<file path="src/rtl/rmii_tx_sched.sv">
// rmii_tx_sched: round-robin scheduler that shares one RMII TX port between NUM_REQ byte sources.
// Optional feature macro RMII_TX_PAD_EN pads short frames with 0x00 up to MIN_FRAME_B payload bytes.
module rmii_tx_sched #(
    parameter int NUM_REQ        = 2,
    parameter int IFG_CYCLES     = 48,
    parameter int PREAMBLE_BYTES = 7,
    parameter int MIN_FRAME_B    = 60
) (
    input  logic                 rmii_refclk,
    input  logic                 rst_l,
    input  logic [NUM_REQ-1:0]   req,
    input  logic [8*NUM_REQ-1:0] tx_data,
    input  logic [NUM_REQ-1:0]   tx_valid,
    input  logic [NUM_REQ-1:0]   tx_last,
    output logic [NUM_REQ-1:0]   tx_ready,
    output logic [NUM_REQ-1:0]   grant,
    output logic                 busy,
    output logic [1:0]           rmii_txd,
    output logic                 rmii_tx_en,
    output logic                 frame_done,
    output logic                 tx_underrun
);
    localparam int IDX_W = (NUM_REQ > 1) ? $clog2(NUM_REQ) : 1;
    localparam int CNT_W = 16;
    localparam logic [10:0] PAD_TARGET = 11'(MIN_FRAME_B);
`ifdef RMII_TX_PAD_EN
    localparam bit PAD_EN = 1'b1;
`else
    localparam bit PAD_EN = 1'b0;
`endif

    typedef enum logic [2:0] {
        ST_IDLE = 3'd0,
        ST_PRE  = 3'd1,
        ST_SFD  = 3'd2,
        ST_DATA = 3'd3,
        ST_PAD  = 3'd4,
        ST_IFG  = 3'd5
    } state_t;

    state_t             state_q;
    logic [1:0]         dib_q;
    logic [7:0]         shift_q;
    logic               last_q;
    logic [10:0]        payload_q;
    logic [CNT_W-1:0]   cnt_q;
    logic [IDX_W-1:0]   gidx_q;
    logic [IDX_W-1:0]   rr_ptr_q;
    logic [NUM_REQ-1:0] grant_q;
    logic [1:0]         txd_q;
    logic               tx_en_q;
    logic               frame_done_q;
    logic               tx_underrun_q;

    logic               arb_hit_s;
    logic [IDX_W-1:0]   arb_idx_s;
    logic [IDX_W-1:0]   rr_ptr_d;
    logic [10:0]        payload_d;
    logic               fetch_s;
    logic               pad_needed_s;
    logic [7:0]         lane_byte_s;
    logic               lane_valid_s;
    logic               lane_last_s;

    function automatic logic [IDX_W-1:0] wrap_add(input logic [IDX_W-1:0] base, input int off);
        int sum;
        sum = int'(base) + off;
        return (sum >= NUM_REQ) ? IDX_W'(sum - NUM_REQ) : IDX_W'(sum);
    endfunction

    assign rr_ptr_d     = wrap_add(gidx_q, 1);
    assign payload_d    = (payload_q == 11'h7FF) ? payload_q : payload_q + 11'd1;
    assign fetch_s      = (dib_q == 2'd3) &&
                          ((state_q == ST_SFD) || ((state_q == ST_DATA) && !last_q));
    assign pad_needed_s = PAD_EN && (payload_q < PAD_TARGET);
    assign lane_byte_s  = tx_data[{gidx_q, 3'b000} +: 8];
    assign lane_valid_s = tx_valid[gidx_q];
    assign lane_last_s  = tx_last[gidx_q];

    assign tx_ready     = fetch_s ? grant_q : '0;
    assign grant        = grant_q;
    assign busy         = (state_q != ST_IDLE);
    assign rmii_txd     = txd_q;
    assign rmii_tx_en   = tx_en_q;
    assign frame_done   = frame_done_q;
    assign tx_underrun  = tx_underrun_q;

    // Round-robin pick: scan downward so the lowest offset from the pointer wins.
    always_comb begin
        arb_hit_s = 1'b0;
        arb_idx_s = '0;
        for (int off = NUM_REQ - 1; off >= 0; off--) begin
            arb_idx_s = req[wrap_add(rr_ptr_q, off)] ? wrap_add(rr_ptr_q, off) : arb_idx_s;
            arb_hit_s = arb_hit_s | req[wrap_add(rr_ptr_q, off)];
        end
    end

    // Frame FSM; every RMII-facing output is registered here.
    always_ff @(posedge rmii_refclk or negedge rst_l) begin
        if (!rst_l) begin
            state_q       <= ST_IDLE;
            dib_q         <= 2'd0;
            shift_q       <= 8'h00;
            last_q        <= 1'b0;
            payload_q     <= 11'd0;
            cnt_q         <= '0;
            gidx_q        <= '0;
            rr_ptr_q      <= '0;
            grant_q       <= '0;
            txd_q         <= 2'b00;
            tx_en_q       <= 1'b0;
            frame_done_q  <= 1'b0;
            tx_underrun_q <= 1'b0;
        end else begin
            frame_done_q  <= 1'b0;
            tx_underrun_q <= 1'b0;
            case (state_q)
                ST_IDLE: begin
                    if (arb_hit_s) begin
                        state_q   <= ST_PRE;
                        gidx_q    <= arb_idx_s;
                        grant_q   <= NUM_REQ'(1'b1) << arb_idx_s;
                        tx_en_q   <= 1'b1;
                        txd_q     <= 2'b01;
                        dib_q     <= 2'd0;
                        cnt_q     <= '0;
                        payload_q <= 11'd0;
                        last_q    <= 1'b0;
                    end
                end
                ST_PRE: begin
                    dib_q <= dib_q + 2'd1;
                    txd_q <= 2'b01;
                    if (dib_q == 2'd3) begin
                        if (cnt_q == CNT_W'(PREAMBLE_BYTES - 1)) begin
                            state_q <= ST_SFD;
                            cnt_q   <= '0;
                        end else begin
                            cnt_q <= cnt_q + CNT_W'(1);
                        end
                    end
                end
                ST_SFD, ST_DATA: begin
                    if (dib_q != 2'd3) begin
                        dib_q <= dib_q + 2'd1;
                        if (state_q == ST_SFD) begin
                            txd_q <= (dib_q == 2'd2) ? 2'b11 : 2'b01;
                        end else begin
                            txd_q   <= shift_q[1:0];
                            shift_q <= {2'b00, shift_q[7:2]};
                        end
                    end else if (fetch_s) begin
                        if (lane_valid_s) begin
                            state_q   <= ST_DATA;
                            dib_q     <= 2'd0;
                            txd_q     <= lane_byte_s[1:0];
                            shift_q   <= {2'b00, lane_byte_s[7:2]};
                            last_q    <= lane_last_s;
                            payload_q <= payload_d;
                        end else begin
                            state_q       <= ST_IFG;
                            tx_en_q       <= 1'b0;
                            txd_q         <= 2'b00;
                            tx_underrun_q <= 1'b1;
                            grant_q       <= '0;
                            rr_ptr_q      <= rr_ptr_d;
                            cnt_q         <= '0;
                            dib_q         <= 2'd0;
                        end
                    end else if (pad_needed_s) begin
                        state_q   <= ST_PAD;
                        dib_q     <= 2'd0;
                        txd_q     <= 2'b00;
                        payload_q <= payload_d;
                    end else begin
                        state_q      <= ST_IFG;
                        tx_en_q      <= 1'b0;
                        txd_q        <= 2'b00;
                        frame_done_q <= 1'b1;
                        grant_q      <= '0;
                        rr_ptr_q     <= rr_ptr_d;
                        cnt_q        <= '0;
                        dib_q        <= 2'd0;
                    end
                end
`ifdef RMII_TX_PAD_EN
                ST_PAD: begin
                    txd_q <= 2'b00;
                    if (dib_q != 2'd3) begin
                        dib_q <= dib_q + 2'd1;
                    end else if (pad_needed_s) begin
                        dib_q     <= 2'd0;
                        payload_q <= payload_d;
                    end else begin
                        state_q      <= ST_IFG;
                        tx_en_q      <= 1'b0;
                        frame_done_q <= 1'b1;
                        grant_q      <= '0;
                        rr_ptr_q     <= rr_ptr_d;
                        cnt_q        <= '0;
                        dib_q        <= 2'd0;
                    end
                end
`endif
                // The IDLE arbitration cycle is the final gap cycle, so IFG itself lasts one less.
                ST_IFG: begin
                    if (cnt_q == CNT_W'(IFG_CYCLES - 2)) begin
                        state_q <= ST_IDLE;
                        cnt_q   <= '0;
                    end else begin
                        cnt_q <= cnt_q + CNT_W'(1);
                    end
                end
                default: begin
                    state_q <= ST_IDLE;
                    tx_en_q <= 1'b0;
                    txd_q   <= 2'b00;
                    grant_q <= '0;
                end
            endcase
        end
    end

endmodule

</file>
<file path="config.mk">
export PLATFORM = sky130hd
export DESIGN_NAME = rmii_tx_sched
export DESIGN_NICKNAME = d
export VERILOG_FILES = /design/src/rtl/rmii_tx_sched.sv
export SDC_FILE = /design/constraint.sdc
export NUM_CORES = 1
export LEC_CHECK = 0
export ABC_AREA = 1
export CAP_MARGIN = 20
export CORE_UTILIZATION = 47
export CTS_BUF_LIST = sky130_fd_sc_hd__clkbuf_8 sky130_fd_sc_hd__clkbuf_16
export DETAILED_ROUTE_END_ITERATION = 12
export GPL_ROUTABILITY_DRIVEN = 0
export PLACE_DENSITY = 0.7
export SLEW_MARGIN = 20
export SYNTH_ARGS = -nofsm -noshare
export SYNTH_HDL_FRONTEND = slang
export SYNTH_SLANG_ARGS = --single-unit
</file>
<file path="constraint.sdc">
create_clock -name rmii_refclk -period 1.7 [get_ports rmii_refclk]
set_input_delay 0.17 -clock rmii_refclk [delete_from_list [all_inputs] [get_ports rmii_refclk]]
set_output_delay 0.17 -clock rmii_refclk [all_outputs]
set_load 0.01 [all_outputs]
</file>
; Yosys cells after proc, flatten, opt, wreduce, memory -nomap -nowiden
; Index checks and enable logic that the tools add are counted.
[classes]
mux = 68
mul = 0
n_bitwise = 4
magnitude_cmp = 6
n_eq_ne = 19
n_reduce_logical = 22
n_addsub = 7
shifts = 2
n_div = 0
[op_table]
columns = cell, n
row1 = 2-to-1 mux 16 bit, 7
row2 = one-hot mux 16 bit (4 select lines), 1
row3 = 2-to-1 mux 8 bit, 4
row4 = 2-to-1 mux 1 bit, 30
row5 = 2-to-1 mux 2 bit, 13
row6 = 2-to-1 mux 3 bit, 7
row7 = != test 2 bit (second input constant), 10
row8 = adder 16 x 1 -> 16 bit (second input constant), 1
row9 = equality test 16 x 3 -> 1 bit (second input constant), 1
row10 = equality test 16 x 6 -> 1 bit (second input constant), 1
row11 = variable part select 16 x 5 -> 8 bit, 1
row12 = AND reduction 5 bit, 3
row13 = one-hot mux 2 bit (3 select lines), 2
row14 = one-hot mux 3 bit (4 select lines), 1
row15 = one-hot mux 2 bit (4 select lines), 1
row16 = AND reduction 4 bit, 2
row17 = equality test 3 x 2 -> 1 bit (second input constant), 2
row18 = < comparator 1 x 2 -> 1 bit (second input constant), 3
row19 = AND reduction 2 bit, 3
row20 = nonzero test 2 bit, 3
row21 = nonzero test 3 bit, 2
row22 = adder 1 x 1 -> 2 bit (second input constant), 2
row23 = equality test 2 bit (second input constant), 2
row24 = greater-or-equal comparator 2 bit (second input constant), 2
row25 = other kinds (18), 24
[totals]
elab_cells = 140
memories = 0
reg_bits = 39
latchBits = 0
ramBits = 0
input_bits = 24
output_inout_bits = 10
rom_bits = 0

; Longest topological paths before layout
; Gate-level depths: netlist (run 1).
[logic_depth]
ltp_word = 10
depth_mapped = 11
mapped_depth_nobuf = 11

; Worst setup path after synthesis (run 1)
; OpenSTA, ideal clock, no wires.
[synth_path]
path_kind = register -> register
startpoint = register dib_q[1]
endpoint = register cnt_q[12]
stages_incl_launch_ff = 9
path_slack_ns = 0.243
required_ns = 1.573
synth_period_minus_slack_ns = 1.457
arrival_time_ns = 1.331
path_buffers = 1
cell_sequence = dfrtp_1 -> ha_1 -> nand3_4 -> nor2_4 -> nor2_1 -> nand2_4 -> buf_6 -> nand2_1 -> o21ai_0
[synth_between]
elab_chain_len = 5
elab_cells_between_ends = 10
classes_between = eq/ne (5) / mux (3) / reduce/logical (2)
[synth_rtl]
columns = element, line
row1 = "start, declared", 42  ; logic [1:0] dib_q;
row2 = "start signal, assigned", 132  ; dib_q <= dib_q + 2'd1;
row3 = "start signal, assigned", 145  ; dib_q <= dib_q + 2'd1;
row4 = equality test 2 bit, "73, 134"
row5 = logical AND 1 bit, 73  ; assign fetch_s = (dib_q == 2'd3) &&
row6 = 2-to-1 mux 16 bit, 152  ; end else if (fetch_s) begin
row7 = 2-to-1 mux 16 bit, 144  ; if (dib_q != 2'd3) begin
row8 = one-hot mux 16 bit (4 select lines), 117  ; case (state_q)
row9 = "end signal, assigned", 139  ; cnt_q <= cnt_q + CNT_W'(1);
row10 = "end signal, assigned", 211  ; cnt_q <= cnt_q + CNT_W'(1);
row11 = "end, declared", 46  ; logic [CNT_W-1:0] cnt_q;
; Several ways; a longest one is shown, not always the timed one. The select of a mux whose other input is x is not followed.
; A chain may end at the register's enable or synchronous reset.

; Worst setup path after layout (run 1)
[layout_path]
startpoint = register cnt_q[1]
endpoint = register cnt_q[14]
[layout_between]
elab_chain_len = 4
elab_cells_between_ends = 7
classes_between = add/sub (1) / eq/ne (2) / mux (4)
[layout_rtl]
columns = element, line
row1 = adder 16 x 1 -> 16 bit / equality test 16 x 3 -> 1 bit (equally long branches), "139, 211, 135"
row2 = 2-to-1 mux 16 bit, 135  ; if (cnt_q == CNT_W'(PREAMBLE_BYTES - 1)) begin
row3 = 2-to-1 mux 16 bit, 134  ; if (dib_q == 2'd3) begin
row4 = one-hot mux 16 bit (4 select lines) *, 117
; Every way passes the cells marked *; elsewhere a longest branch is shown, timed or not. The select of a mux whose other input is x is not followed.

==> results of run 1 <==
-- cells by family after synthesis --
family	Yosys count	share of synthesized area, %
buffers and inverters	63	10.57
adders and majority gates	4	1.995
xor gates and xnor gates	5	1.746
and+or+nand+nor	209	36.81
DFF	37	36.91
AOI/OAI and AO/OA	54	11.97
-- timing repair --
| item | in CTS | in global routing |
|---|---|---|
| hold endpoints to repair | 16 | 0 |
| gates resized for setup | 8 | 8 |
| gates cloned | 0 | 2 |
| endpoints found under the setup margin | 5 | 19 |
| setup buffers | 4 | 3 |
| hold buffers | 1 | 0 |
| pin swaps | 1 | 1 |
-- routing by layer --
metal  up-vias  GRT usage, %  routed length [um]  part of all wire [%]
met4         0         6.080                  52                  0.82
li1       1299             -                   -                     -
met5         -             0                   0                     0
met2        41         36.74                2839                    45
met1      1144         35.81                3178                    50
met3         5         4.016                 236                   3.7
-- final cells by class --
cell class	count	area, um2
fillers	496	1891
clock buffers	5	68.82
flip-flops and latches	37	929.6
multi-input cells	273	1350
repair buffers	62	569.3
inverters	55	209.0
well taps	70	87.58
clock inverters	2	35.03
-- worst max-delay path by stage --
stage                            endpoint
floorplan           cnt_q[12]$_DFFE_PN0P_
global placement    cnt_q[15]$_DFFE_PN0P_
detailed placement  cnt_q[15]$_DFFE_PN0P_
CTS                                  busy
global route        cnt_q[14]$_DFFE_PN0P_
finish              cnt_q[14]$_DFFE_PN0P_
-- report_power, final --
group / switching (mW) / internal [mW] / total [mW]
Clock: 0.321 / 0.427 / 0.748
Sequential: 0.166 / 1.11 / 1.27
Combinational: 1.41 / 1.01 / 2.43
-- cells in the final DEF, fill, tap and decap left out, drive strengths merged, types with 5 or more instances in the layout --
cell / n
dfrtp: 37
a21oi: 5
nor2: 57
inv: 55
clkbuf: 5
nand3: 33
clkdlybuf4s50: 29
o211ai: 8
nand2: 113
xor2: 5
o21ai: 34
buf: 29
o22ai: 5
-- registers in the layout, summed over array words and instances (netlist names) --
| register | count |
|---|---|
| shift_q | 6 |
| frame_done | 1 |
| gidx_q | 1 |
| last_q | 1 |
| cnt_q | 16 |
| rr_ptr_q | 1 |
| rmii_tx_en | 1 |
| rmii_txd | 2 |
| dib_q | 2 |
| tx_underrun | 1 |
| grant | 2 |
| state_q | 3 |
-- stage by stage --
step	power (mW)	TNS, ns	std cells
floorplan	2.715	0	372
global placement	3.412	0	487
detailed placement	3.454	-0.03699	487
CTS	4.298	0	499
global route	4.793	-0.1238	504
finish	4.446	0	504
==> reports/metrics.cfg, run 1 <==
[status]
outcome = finished, final reports clean

[cts]
cts_tree = built
root_buffer = clkbuf_8
numCtsBuffers = 5
clkTransAtPathRegs_ns = 0.08
cts.sinks = 37
cts_buffer_depth = 2
clkLatencyLatePin_ns = 0.29
htree_levels = 2

[power]
power_density_nw_per_um2 = 1368
vdd_ir_drop_max_mv = 0.7672
leakagePower_nw = 1.626

[routing]
viasPerCell = 4.938
vias = 2489
drt-total-wl_um = 6306
postRouteAntennaNets = 0
firstDrtPassIters = 4
first_iter_violations = 190
drc_errors = 0
post_drt_wl_per_cell_um = 12.51

[hold_path]
hold_path.class = primary input to async pin

[logic_synthesis]
synth_most_common_cell = nand2_1
synth.largest_area_cell = dfrtp_1
synth_area_leaders = dfrtp_1, nand2_1, nor2_1, inv_1, nand3_1
ys.warnings.count = 0
avgSynthCellArea_um2 = 6.744
synth_flop_cell = dfrtp_1
synthTopCellsByCount = nand2_1, nor2_1, inv_1
synth_edf_count = 0
synth_cell_types = 28
ys_ff_latch = 37
synth.top_cell.area_share_pct = 36.91
seq_area_frac_synth_pct = 36.91
async_reset_ff_share_pct = 100.0
synth_fp_nets = 400
synthCells = 372
synth_area_um2 = 2509

[setup_path]
crit_path_end_kind = register
cp-start-kind = register
reg2reg_slack_ns = 0.05
cp_slowest_stage_delay_ns = 0.42
cp_max_fo = 5
r2r_end = cnt_q[14]$_DFFE_PN0P_
crit_buf_inv = 0
rr_worst_depth = 9
cp_data_arrival_time_ns = 1.87
path_depth = 9
cp_top_family = simple AND/OR/NAND/NOR gates
slowest_stage = dfrtp_1
r2r_start = cnt_q[1]$_DFFE_PN0P_
path_cells = ha_1, nand2_1, nor2_1, nand3_1, nor2_1, nand3_1, nand2_1, nand2_1, nor2_1
worstSetupStartpoint = cnt_q[1]$_DFFE_PN0P_
cp.required_ns = 1.93
crit_type = register to register

[sta]
slew_viol_final = 0
rsz0062_at_grt = true
hold_viol_final = 0
max_freq_mhz = 607.5
fin_skew_ns = 0.007821
finalWorstSetupSlack_ns = 0.05386
maxSlewHeadroom_pct = 71.72
holdWs_ns = 0.3411
setup_viol = 0
fin_crit_ns = 1.646
tightest_slew_ns = 0.4241
fin_crit_sh_pct = 96.83

[placement]
hpwl_um = 4814
pre_cts_slack_ns = -0.02118
place_area_um2 = 3025
numPortBuffers = 33

[die]
dieArea_um2 = 5634
start_util_pct = 48.81
ios = 34
core_region_area_um2 = 5140
die_w_um = 75.06
placementRows = 26
fp.dieH_um = 75.06

[global_routing]
track_usage_pct = 24.23
antenna_found_initial = 0
grt_pass1_wl_um = 10320
grt_max_degree = 22
grt_pass1_vias = 2237
overflow = 0

[cells_and_area]
fin_nets = 462
drive_above_1_share_pct = 15.44
design_area_um2 = 3249
utilization_pct = 63.22
antennaDiodeCount = 0
syn2layout_area_growth_pct = 29.53

[flow_run]
maxCapViolCount = 0

No activity file was read; power rests on OpenSTA's default activity.
==> run 2, diff against run 1 <==
--- a/config.mk
+++ b/config.mk
@@ -8,4 +8,5 @@
 export ABC_AREA = 1
 export CAP_MARGIN = 20
+export CORE_MARGIN = 2
 export CORE_UTILIZATION = 47
 export CTS_BUF_LIST = sky130_fd_sc_hd__clkbuf_8 sky130_fd_sc_hd__clkbuf_16
==> constraint.sdc (replaced) <==
create_clock -name rmii_refclk -period 1.7 [get_ports rmii_refclk]
set_input_delay 0.255 -clock rmii_refclk [delete_from_list [all_inputs] [get_ports rmii_refclk]]
set_output_delay 0.255 -clock rmii_refclk [all_outputs]
set_load 0.01 [all_outputs]
==> run 2 against run 1 <==
Effect of this change: non-clock buffer count stayed put; clock power is 18% lower; register-to-register slack better by 0.08 ns; global-route usage is 1.7 points lower; sequential share of layout area hardly changed; critical endpoint is now tx_ready[0]; core utilization hardly changed; wire length is 0.59% higher; worst hold slack better by 0.10 ns; sequential power hardly changed.
==> reports/metrics.cfg, run 2 (synthesized netlist as in run 1, its figures left out) <==
[placement]
pre_cts_slack_ns = -0.07013  ; -0.04895 ns
place_area_um2 = 3075  ; +1.7%
numPortBuffers = 33  ; unchanged
hpwl_um = 4863  ; +1.0%
dp.cells = 492  ; +1.0%

[global_routing]
track_usage_pct = 22.55  ; -1.7 points
grt_pass1_wl_um = 10820  ; +4.8%
grt_max_degree = 22  ; unchanged
overflow = 0  ; unchanged
antenna_found_initial = 0  ; unchanged
grt_pass1_vias = 2312  ; +3.4%

[cts]
htree_levels = 2  ; unchanged
clkTransAtPathRegs_ns = 0.07  ; about the same
cts.sinks = 37  ; unchanged
root_buffer = clkbuf_8
cts_tree = built
cts_buffer_depth = 2  ; unchanged
numCtsBuffers = 5  ; unchanged
clkLatencyLatePin_ns = 0.29  ; about the same

[cells_and_area]
utilization_pct = 63.19  ; about the same
final_common_cell = nand2_1
fin_nets = 462  ; unchanged
antennaDiodeCount = 0  ; unchanged
syn2layout_area_growth_pct = 29.48  ; about the same
largest_register_ffs = 16  ; unchanged
final_cell_count_no_fill = 504  ; unchanged
max_flop_register = cnt_q
mostFrequentLayoutCells = nand2_1, inv_1, nor2_1
drive_above_1_share_pct = 16.13  ; +0.69 points
design_area_um2 = 3248  ; about the same
top_regs = cnt_q (16), shift_q (6), state_q (3)

[sta]
fin_crit_sh_pct = 94.57  ; -2.3 points
final.setup.tns_ns = 0  ; unchanged
max_freq_mhz = 622.0  ; +2.4%
fin_crit_ns = 1.608  ; -0.03849 ns
hold_viol_final = 0  ; unchanged
setup_viol = 0  ; unchanged
maxSlewHeadroom_pct = 71.71  ; about the same
finalWorstSetupSlack_ns = 0.09235  ; +0.03849 ns
tightest_slew_ns = 0.4244  ; +0.0002338 ns
fin_skew_ns = 0.007572  ; -0.0002495 ns
slew_viol_final = 0  ; unchanged

[routing]
postRouteAntennaNets = 0  ; unchanged
drt-total-wl_um = 6343  ; +0.59%
firstDrtPassIters = 4  ; unchanged
first_iter_violations = 158  ; -17%
drc_errors = 0  ; unchanged
vias = 2521  ; +1.3%
viasPerCell = 5.002  ; +1.3%
post_drt_wl_per_cell_um = 12.59  ; +0.59%

[setup_path]
r2r_end = shift_q[4]$_DFFE_PN0P_
cp_data_arrival_time_ns = 1.35  ; -0.52 ns
cp.required_ns = 1.44  ; -0.49 ns
cp_max_fo = 5  ; unchanged
reg2reg_slack_ns = 0.13  ; +0.08 ns
cp-start-kind = register
r2r_start = state_q[1]$_DFFE_PN0P_
crit_type = register to primary output
rr_worst_depth = 9  ; unchanged
crit_path_end_kind = primary output

[die]
die_w_um = 77.06  ; +2.7%
core_region_area_um2 = 5140  ; unchanged
start_util_pct = 48.81  ; unchanged
fp.dieH_um = 77.06  ; +2.7%
placementRows = 26  ; unchanged
ios = 34  ; unchanged
dieArea_um2 = 5938  ; +5.4%

[flow_run]
maxCapViolCount = 0  ; unchanged

[hold_path]
hold_path.class = primary input to async pin

[power]
pwr-share-seq_pct = 29.4  ; +0.8 points
leakagePower_nw = 1.612  ; -0.89%
p_sw_mw = 1.877  ; -1.2%
p_clk_share_pct = 14.2  ; -2.6 points
vdd_ir_drop_max_mv = 0.8093  ; +5.5%
swShare_pct = 43.29  ; +0.55 points
power_density_nw_per_um2 = 1335  ; -2.4%
p_comb_share_pct = 56.4  ; +1.8 points
intPower_mw = 2.459  ; -3.4%

[status]
outcome = finished, final reports clean

==> run 2: cell count changes in the layout (fill, tap and decap cells not counted), sizes merged <==
| cell | delta |
|---|---|
| clkbuf | +1 |
| bufinv | -1 |
| dlymetal6s2s | -1 |
| clkinv | -1 |
| inv | +1 |
| clkdlybuf4s15 | +1 |
==> run 2: cell type report <==
cell class              instances  area, um2
clock buffers                   6      82.58
repair buffers                 62      573.1
clock inverters                 1      3.754
well taps                      70      87.58
multi-input cells             273       1365
fillers                       491       1892
inverters                      55      206.4
flip-flops and latches         37      929.6
==> run 2: what timing repair did <==
item / CTS / global route
resized for setup: 8 / 13
hold endpoints to repair: 16 / 0
gates cloned: 0 / 1
pin swaps: 0 / 2
buffers inserted: 2 / 1
hold buffers: 1 / 0
endpoints found under the setup margin: 5 / 17
==> run 2: power by group through the flow <==
| stage | registers, mW | clock network [mW] | logic (mW) |
|---|---|---|---|
| 6_report | 1.28 | 0.615 | 2.45 |
| 5_1_grt | 1.30 | 0.672 | 2.73 |
| 4_1_cts | 1.26 | 0.635 | 2.34 |
| 3_5_place_dp | 1.27 | 0 | 2.31 |
| 3_3_place_gp | 1.26 | 0 | 2.29 |
| 2_1_floorplan | 1.25 | 0 | 1.47 |
==> run 2: worst max-delay path by stage <==
stage,from,end,slack (ns)
after detailed placement,req[1],cnt_q[4]$_DFFE_PN0P_,-0.07
after global placement,req[0],cnt_q[4]$_DFFE_PN0P_,-0.03
after global routing,cnt_q[3]$_DFFE_PN0P_,cnt_q[13]$_DFFE_PN0P_,-0.003
final,state_q[1]$_DFFE_PN0P_,tx_ready[0],0.09
after floorplan,dib_q[1]$_DFFE_PN0P_,cnt_q[12]$_DFFE_PN0P_,0.24
after CTS,dib_q[1]$_DFFE_PN0P_,cnt_q[4]$_DFFE_PN0P_,0.01
==> run 2: metal layers <==
metal / up-vias / track usage, % / wire length [um]
li1: 1298 / - / -
met1: 1163 / 33.33 / 3208
met2: 53 / 33.51 / 2787
met3: 7 / 5.647 / 298
met4: 0 / 4.643 / 49
met5: - / 0 / 0
==> run 2: per-stage QoR <==
| step | hold WS, ns | power (mW) |
|---|---|---|
| final | 0.4429 | 4.337 |
| after global routing | 0.4862 | 4.704 |
| after CTS | 0.4338 | 4.238 |
| after detailed placement | 0.2157 | 3.580 |
| after global placement | 0.2117 | 3.549 |
| after floorplan | -0.04059 | 2.715 |
==> run 2: critical path, stage by stage, from the launching register on <==
cell             delay [ns]
dfrtp_2                0.43
inv_2                  0.08
nor2_8                 0.09
nand3_4                0.11
nor2_1                 0.10
clkdlybuf4s15_1        0.24
